==> config.mk <==
export PLATFORM = sky130hd
export DESIGN_NAME = mdc_frame_sched
export DESIGN_NICKNAME = d
export VERILOG_FILES = /design/src/rtl/mdc_frame_sched.sv
export SDC_FILE = /design/constraint.sdc
export NUM_CORES = 1
export LEC_CHECK = 0
export ABC_AREA = 1
export CAP_MARGIN = 20
export CORE_UTILIZATION = 45
export CTS_CLUSTER_DIAMETER = 50
export CTS_CLUSTER_SIZE = 12
export DETAILED_ROUTE_END_ITERATION = 8
export PLACE_DENSITY = 0.67
export SETUP_SLACK_MARGIN = 0.3
export SLEW_MARGIN = 10
export SYNTH_ARGS = -nofsm -noshare
export SYNTH_HDL_FRONTEND = slang
export SYNTH_SLANG_ARGS = --single-unit
export TNS_END_PERCENT = 50
==> constraint.sdc <==
create_clock -name clk_i -period 1.7 [get_ports clk_i]
set_input_delay 0.34 -clock clk_i [delete_from_list [all_inputs] [get_ports clk_i]]
set_output_delay 0.34 -clock clk_i [all_outputs]
set_load 0.02 [all_outputs]
==> src/rtl/mdc_frame_sched.sv <==
// Frame scheduler for the 32-point radix-4 MDC FFT: admits credit-gated input frames,
// emits per-stage start pulses from a start-event delay line and frames the fixed-latency output.
module mdc_frame_sched #(
  parameter int BEATS     = 8,
  parameter int LATENCY   = 26,
  parameter int ROM0_OFS  = 3,
  parameter int COMM0_OFS = 7,
  parameter int ROM1_OFS  = 17,
  parameter int COMM1_OFS = 21,
  parameter int CREDITS   = 2,
  parameter int TAG_W     = 4
) (
  input  logic             clk_i,
  input  logic             rst_ni,
  input  logic             in_valid_i,
  output logic             in_ready_o,
  output logic             start_mdc_o,
  output logic             wrom0_start_o,
  output logic             comm0_start_o,
  output logic             wrom1_start_o,
  output logic             comm1_start_o,
  output logic             out_valid_o,
  output logic             out_first_o,
  output logic             out_last_o,
  output logic [TAG_W-1:0] out_tag_o,
  input  logic             credit_return_i,
  input  logic             err_clr_i,
  output logic             gap_err_o,
  output logic             credit_err_o,
  output logic             busy_o
);

  localparam int DL  = LATENCY + BEATS;
  localparam int CW  = (BEATS > 1) ? $clog2(BEATS) : 1;
  localparam int CRW = 4;
  localparam int FAW = 3;
  localparam int FD  = 1 << FAW;

  typedef enum logic {IDLE, FRAME} state_e;

  state_e              state_q;
  logic [CW-1:0]       beat_cnt_q;
  logic [CRW-1:0]      credits_q, credits_d;
  logic [DL-1:1]       dly_q;
  logic [TAG_W-1:0]    tag_in_q;
  logic [FD-1:0][TAG_W-1:0] tag_mem_q;
  logic [FAW-1:0]      wr_ptr_q, rd_ptr_q;
  logic                gap_set, cred_set;
  logic                gap_err_q, credit_err_q;

  // Admission is only possible from IDLE; start is combinational so the pipeline
  // sees the first beat and its start pulse together.
  assign in_ready_o  = (state_q == FRAME) | (credits_q != '0);
  assign start_mdc_o = rst_ni & (state_q == IDLE) & in_valid_i & (credits_q != '0);

  always_ff @(posedge clk_i or negedge rst_ni) begin
    if (!rst_ni) begin
      state_q    <= IDLE;
      beat_cnt_q <= '0;
    end else begin
      case (state_q)
        IDLE: if (start_mdc_o) begin
          state_q    <= FRAME;
          beat_cnt_q <= CW'(1);
        end
        FRAME: begin
          // Fixed pipeline timing: a frame occupies exactly BEATS slots, valid or not.
          if (beat_cnt_q == CW'(BEATS - 1)) begin
            state_q    <= IDLE;
            beat_cnt_q <= '0;
          end else begin
            beat_cnt_q <= beat_cnt_q + CW'(1);
          end
        end
        default: begin
          state_q    <= IDLE;
          beat_cnt_q <= '0;
        end
      endcase
    end
  end

  assign cred_set = credit_return_i & ~start_mdc_o & (credits_q == CRW'(CREDITS));
  assign gap_set  = (state_q == FRAME) & ~in_valid_i;

  always_comb begin
    credits_d = credits_q;
    if (start_mdc_o && !credit_return_i)
      credits_d = credits_q - CRW'(1);
    else if (credit_return_i && !start_mdc_o && !cred_set)
      credits_d = credits_q + CRW'(1);
  end

  always_ff @(posedge clk_i or negedge rst_ni) begin
    if (!rst_ni) begin
      credits_q    <= CRW'(CREDITS);
      gap_err_q    <= 1'b0;
      credit_err_q <= 1'b0;
    end else begin
      credits_q <= credits_d;
      if (gap_set)        gap_err_q <= 1'b1;
      else if (err_clr_i) gap_err_q <= 1'b0;
      if (cred_set)          credit_err_q <= 1'b1;
      else if (err_clr_i)    credit_err_q <= 1'b0;
    end
  end

  assign gap_err_o    = gap_err_q;
  assign credit_err_o = credit_err_q;

  // dly_q[k] is set k cycles after a frame start; bit 0 of the line is start_mdc_o itself.
  always_ff @(posedge clk_i or negedge rst_ni) begin
    if (!rst_ni) dly_q <= '0;
    else         dly_q <= {dly_q[DL-2:1], start_mdc_o};
  end

  assign wrom0_start_o = dly_q[ROM0_OFS];
  assign comm0_start_o = dly_q[COMM0_OFS];
  assign wrom1_start_o = dly_q[ROM1_OFS];
  assign comm1_start_o = dly_q[COMM1_OFS];
  assign out_valid_o   = |dly_q[DL-1:LATENCY];
  assign out_first_o   = dly_q[LATENCY];
  assign out_last_o    = dly_q[DL-1];

  always_ff @(posedge clk_i or negedge rst_ni) begin
    if (!rst_ni) begin
      tag_in_q  <= '0;
      tag_mem_q <= '0;
      wr_ptr_q  <= '0;
      rd_ptr_q  <= '0;
    end else begin
      if (start_mdc_o) begin
        tag_mem_q[wr_ptr_q] <= tag_in_q;
        wr_ptr_q            <= wr_ptr_q + FAW'(1);
        tag_in_q            <= tag_in_q + TAG_W'(1);
      end
      if (out_last_o) rd_ptr_q <= rd_ptr_q + FAW'(1);
    end
  end

  assign out_tag_o = out_valid_o ? tag_mem_q[rd_ptr_q] : '0;
  assign busy_o    = (beat_cnt_q != '0) | (|dly_q) | start_mdc_o;

endmodule

=== Word-level counts from Yosys, hierarchy flattened ===
Index checks and enable logic that the tools add are counted.

* Register bits: 85
* Word-level logic and storage cells: 72

* Add/subtract/negate cells: 6
* Magnitude comparators: 3
* Equal/unequal tests: 3
* Mux-type cells: 17
* Bitwise logic cells: 12
* Reduce and logical (&&, ||, !) cells: 14

{| class="wikitable"
|+ Operators with widths
! operator !! number
|-
| $reduce_or A33 Y1 || 1
|-
| $bwmux W32 || 1
|-
| $mux W4 || 5
|-
| $bmux W4 S3 || 1
|-
| $demux W4 S3 || 1
|-
| $add A3 B1 Y3 const B || 3
|-
| $add A4 B1 Y4 const B || 2
|-
| $lt A3 B4 Y1 const B || 2
|-
| $reduce_or A8 Y1 || 1
|-
| $and A1 B1 Y1 || 6
|-
| $mux W3 || 2
|-
| $pmux W3 S2 || 1
|-
| $reduce_bool A2 Y1 || 3
|-
| $mux W1 || 5
|-
| $eq A4 B2 Y1 const B || 1
|-
| $logic_and A1 B1 Y1 || 4
|-
| $reduce_bool A4 Y1 || 1
|-
| $sub A4 B1 Y4 const B || 1
|-
| $eq A3 B3 Y1 const B || 1
|-
| $ge A3 B1 Y1 const B || 1
|-
| $logic_not A1 Y1 || 3
|-
| $not A1 Y1 || 3
|-
| $or A1 B1 Y1 || 3
|-
| $reduce_bool A3 Y1 || 1
|-
| 2 further kinds || 2
|}

=== Depth between registers and ports, before layout ===
* Depth after elaboration: 11
* Depth in mapped cells: 10

=== Worst setup path before layout ===
OpenSTA, ideal clock, no wires.

* Path type: register to output
* Start: register credits_q[0]
* End: output busy_o
* Arrival time: 1.435 ns
* Required time: 1.360 ns
* Slack: -0.075 ns
* Stages on the path, launching flop included: 8
* Buffers on the path: 1
* Cells stage by stage: dfrtp_1 > nor2_4 > nand2_4 > nand2_8 > inv_6 > buf_8 > nor4_2 > nand4_1

* Word-level cells in the longest chain between the ends: 3

{| class="wikitable"
|+ RTL lines
! element !! RTL line !! RTL
|-
| from (decl) || 43 || <nowiki>logic [CRW-1:0] credits_q, credits_d;</nowiki>
|-
| from (signal assigned) || 96 || <nowiki>credits_q <= CRW'(CREDITS);</nowiki>
|-
| from (signal assigned) || 100 || <nowiki>credits_q <= credits_d;</nowiki>
|-
| $reduce_bool A4 Y1 || 54 || <nowiki>assign start_mdc_o = rst_ni & (state_q == IDLE) & in_valid_i & (credits_q != '0);</nowiki>
|-
| $and A1 B1 Y1 || 54 ||
|-
| via start_mdc_o || 17 || <nowiki>output logic start_mdc_o,</nowiki>
|-
| $or A1 B1 Y1 || 142 || <nowiki>assign busy_o = (beat_cnt_q != '0) | (|dly_q) | start_mdc_o;</nowiki>
|-
| to (decl) || 30 || <nowiki>output logic busy_o</nowiki>
|}

The timed path passes the listed nets, and every way through them passes these cells.

=== Worst setup path in the final report ===
* Start: register beat_cnt_q[1]
* End: output busy_o

* Word-level cells in the longest chain between the ends: 3

{| class="wikitable"
|+ RTL lines
! element !! RTL line !! RTL
|-
| from (decl) || 42 || <nowiki>logic [CW-1:0] beat_cnt_q;</nowiki>
|-
| from (signal assigned) || 72 || <nowiki>beat_cnt_q <= beat_cnt_q + CW'(1);</nowiki>
|-
| $reduce_bool A3 Y1 || 142 ||
|-
| $or A1 B1 Y1 (2 in series) || 142 ||
|}

Every way passes these cells.

==> key figures <==
Clock network
  • Clock tree root driver cell: clkbuf_8
  • Quantity of hold-fixing buffers added after cts: 0
  • TritonCTS clock tree: built
  • Worst-Skew Late Latency: 0.35 ns
  • Num CTS Buffers: 9
  • Buffer levels on the longest clock path: 2
  • Sinks on the clock net: 85
  • CTS H-tree depth: 3
  • Worst-path clk slew: 0.08 ns

Floorplanning
  • Die height: 89.30 µm
  • Die boundary width: 89.30 µm
  • Die Area: 0.007974 mm²
  • Effective utilization at floorplan: 47.03%
  • Core footprint: 0.007292 mm²
  • Total I/O pin count: 21
  • Row cnt: 31

Layout
  • Number of filler instances in the final layout: 576
  • Register cell area after layout: 0.002132 mm²
  • Most common library cell in the layout ignoring fill and taps: dfrtp_1
  • Commonest non-fill, non-tap cells in the layout: dfrtp_1, buf_4, nand2_1
  • Final Util: 67.38%
  • Layout cell share with drive strength beyond 1: 44.86%
  • Count of nets after finishing: 435
  • Synthesis-to-finish area growth: 43.27%
  • Final standard cell area without fillers: 0.004913 mm²
  • Diodes inserted: 0
  • Area occupied by multi-input gates: 0.001607 mm²

Synthesis
  • Distinct cells, synth: 25
  • Netlist area before placement: 0.003430 mm²
  • Synth Instances: 338
  • Avg Inst Size Synth: 10.15 µm²
  • Synthesized Nets: 350
  • Sequential cell area fraction in the yosys report: 62.06%
  • Area share of the leading cell type in the synthesized netlist: 61.29%
  • Library cell with the largest summed area after synthesis: dfrtp_1
  • Leading post-synthesis cells by cell area: dfrtp_1, o21ai_0, nand2_1
  • Yosys warning count: 0
  • Number of register bits inferred by synthesis: 85

Setup path
  • FF-to-FF path depth: 12
  • Category of the worst setup path launch point: register
  • Kind of critical path: register to output port
  • Signal arrival time at the worst endpoint: 1.77 ns
  • Reg2reg end: credits_q[2]$_DFFE_PN0P_
  • Origin of the critical flop-to-flop path: credits_q[3]$_DFFE_PN0P_
  • Data required time at the worst endpoint: 1.36 ns
  • CP cell instances: inv_2 -> ha_4 -> inv_2 -> nor2_2 -> nand4_1 -> nor4_2 -> nand4_1 -> buf_4
  • Critical-path top delay cell: dfrtp_1
  • Worst-path fanout max: 2
  • Crit. End Element: output port
  • Setup slack of the most critical reg-to-reg path: -0.04 ns
  • Critical Path Source: beat_cnt_q[1]$_DFFE_PN0P_
  • Slowest cell delay on critical path: 0.40 ns
  • Capture point of the worst path: busy_o

STA
  • Setup TNS Final: -1.591 ns
  • Tmin final: 2.113 ns
  • Final setup skew: 0.01046 ns
  • Unrepaired setup endpoints after global routing: yes
  • Portion of the clock cycle consumed by the worst path in the final layout: 124.3%
  • Number of slew-limit violations in the final report: 0
  • Final setup vio count: 9
  • Max-Slew Margin vs Limit: 56.90%
  • Worst-case hold slack: 0.08591 ns
  • Max Clk Rate: 0.4732 GHz
  • Final setup margin: -0.4133 ns
  • Worst-Margin Slew: 0.6465 ns
  • Number of endpoints with negative hold slack in the final report: 0

Placement
  • # port buffers: 20
  • GP Congestion: 0.8878
  • Dpl hpwl: 4.619 mm
  • Post-Place Cell Area: 0.004014 mm²

Routing
  • Antenna-violating nets left: 0
  • Routed vias: 2695
  • Initial DRC Count: 171
  • Vias/cell: 5.114
  • Routed wirelength normalized by instance count: 15.37 µm
  • Residual DRC count: 0
  • Total detailed-routing wirelength: 8.102 mm
  • DRT Pass-1 Iters: 4

Power and ir drop
  • PD cells: 1853 mW/mm²
  • Leakage power figure: 2.349 nW
  • Maximum vdd drop: 0.8590 mV

Run status
  • Violations in the final reports: negative setup slack
  • Outcome: complete, but fails checks

Global routing
  • Maximum number of pins on one net before global-route repair: 51
  • Initial antenna violation count: 0
  • Total overflow reported by the global router: 0
  • All-layer global routing usage: 20.39%
  • First-pass GRT wire length: 11.97 mm
  • Number of global-route vias before repair: 2455

Min path
  • Min-delay worst type: input pin to async pin

Run
  • Max-capacitance violation count: 0
==> cells by family after synthesis <==
logic type	synth area share [%]
simple gates	17.88
flops	62.06
compound gates	11.02
buf+inv	4.195
xor+xnor	2.299
fa+ha+maj	2.554
==> flip-flops by register name, summed over array words and instances (netlist names) <==
name          count
credit_err_o      1
credits_q         4
tag_in_q          4
tag_mem_q        32
state_q           1
gap_err_o         1
dly_q            33
wr_ptr_q          3
beat_cnt_q        3
rd_ptr_q          3
==> routing by layer <==
layer | vias to the layer above | routed length [µm] | global-route usage [%]
met4 | 0 | 121 | 6.349
met1 | 1343 | 3593 | 27.53
met3 | 16 | 225 | 5.910
met5 | - | 0 | 0
li1 | 1293 | - | -
met2 | 43 | 4161 | 32.06
==> what timing repair did <==
| action | 4_1_cts | 5_1_grt |
|---|---|---|
| pin swaps | 10 | 50 |
| resized for setup | 97 | 152 |
| gates cloned | 0 | 3 |
| endpoints found under the setup margin | 52 | 54 |
| buffers inserted | 7 | 12 |
| endpoints found under the hold margin | 0 | 0 |
==> synth_stat cells <==
master	count
xnor2_1	2
nor4_1	4
nor2_1	41
nand2_4	1
nand3_4	1
xor2_1	7
o21ai_0	59
nand2_8	1
o21bai_1	1
inv_1	28
buf_8	1
nand2_1	65
nor2_4	5
o22ai_1	9
a21oi_1	2
nand3_1	6
nand4_1	6
buf_2	3
nor3_1	1
o32ai_1	1
nor4_2	1
dfrtp_1	84
ha_1	7
dfstp_2	1
inv_6	1
==> per-stage QoR <==
stage	setup slack [ns]	cells	power, mW
2_1_floorplan	-0.01566	338	4.970
3_3_place_gp	-0.6295	489	6.147
3_5_place_dp	-0.6277	489	6.242
4_1_cts	-0.3822	512	7.706
5_1_grt	-0.5113	527	9.724
6_report	-0.4133	527	9.103
==> worst max-delay path, delay by kind of cell, from the launching register on <==
kind,cells,cell delay (ns)
flip-flops,1,0.40
adder cells (fa/ha/maj),1,0.13
AND/OR/NAND/NOR,4,0.60
buffers and inverters,3,0.28
==> layout make-up <==
| cell class | instances | share of cell area, % |
|---|---|---|
| sequential | 85 | 43.39 |
| multi-input combinational | 220 | 32.70 |
| timing repair buffer | 77 | 14.69 |
| clock buffer | 11 | 3.081 |
| inverter | 29 | 2.572 |
| tap | 99 | 2.521 |
| clock inverter | 5 | 0.7130 |
| timing repair inverter | 1 | 0.3310 |
==> worst min-delay path by stage <==
stage                                  start                         to  slack, ns  depth (start not counted)
after global routing                  rst_ni        dly_q[22]$_DFF_PN0_       0.10                          2
final                                 rst_ni        dly_q[16]$_DFF_PN0_       0.09                          2
after CTS                             rst_ni        dly_q[16]$_DFF_PN0_       0.07                          2
after global placement    dly_q[8]$_DFF_PN0_         dly_q[9]$_DFF_PN0_       0.36                          0
after floorplan                       rst_ni  beat_cnt_q[0]$_DFFE_PN0P_       0.04                          0
after detailed placement  dly_q[4]$_DFF_PN0_         dly_q[5]$_DFF_PN0_       0.36                          0
==> report_power, final <==
part	internal, mW	switching (mW)
clock	0.610	0.713
combinational	2.09	2.45
sequential	2.70	0.537
total	5.41	3.70
Power figures use the tool's default switching activity.
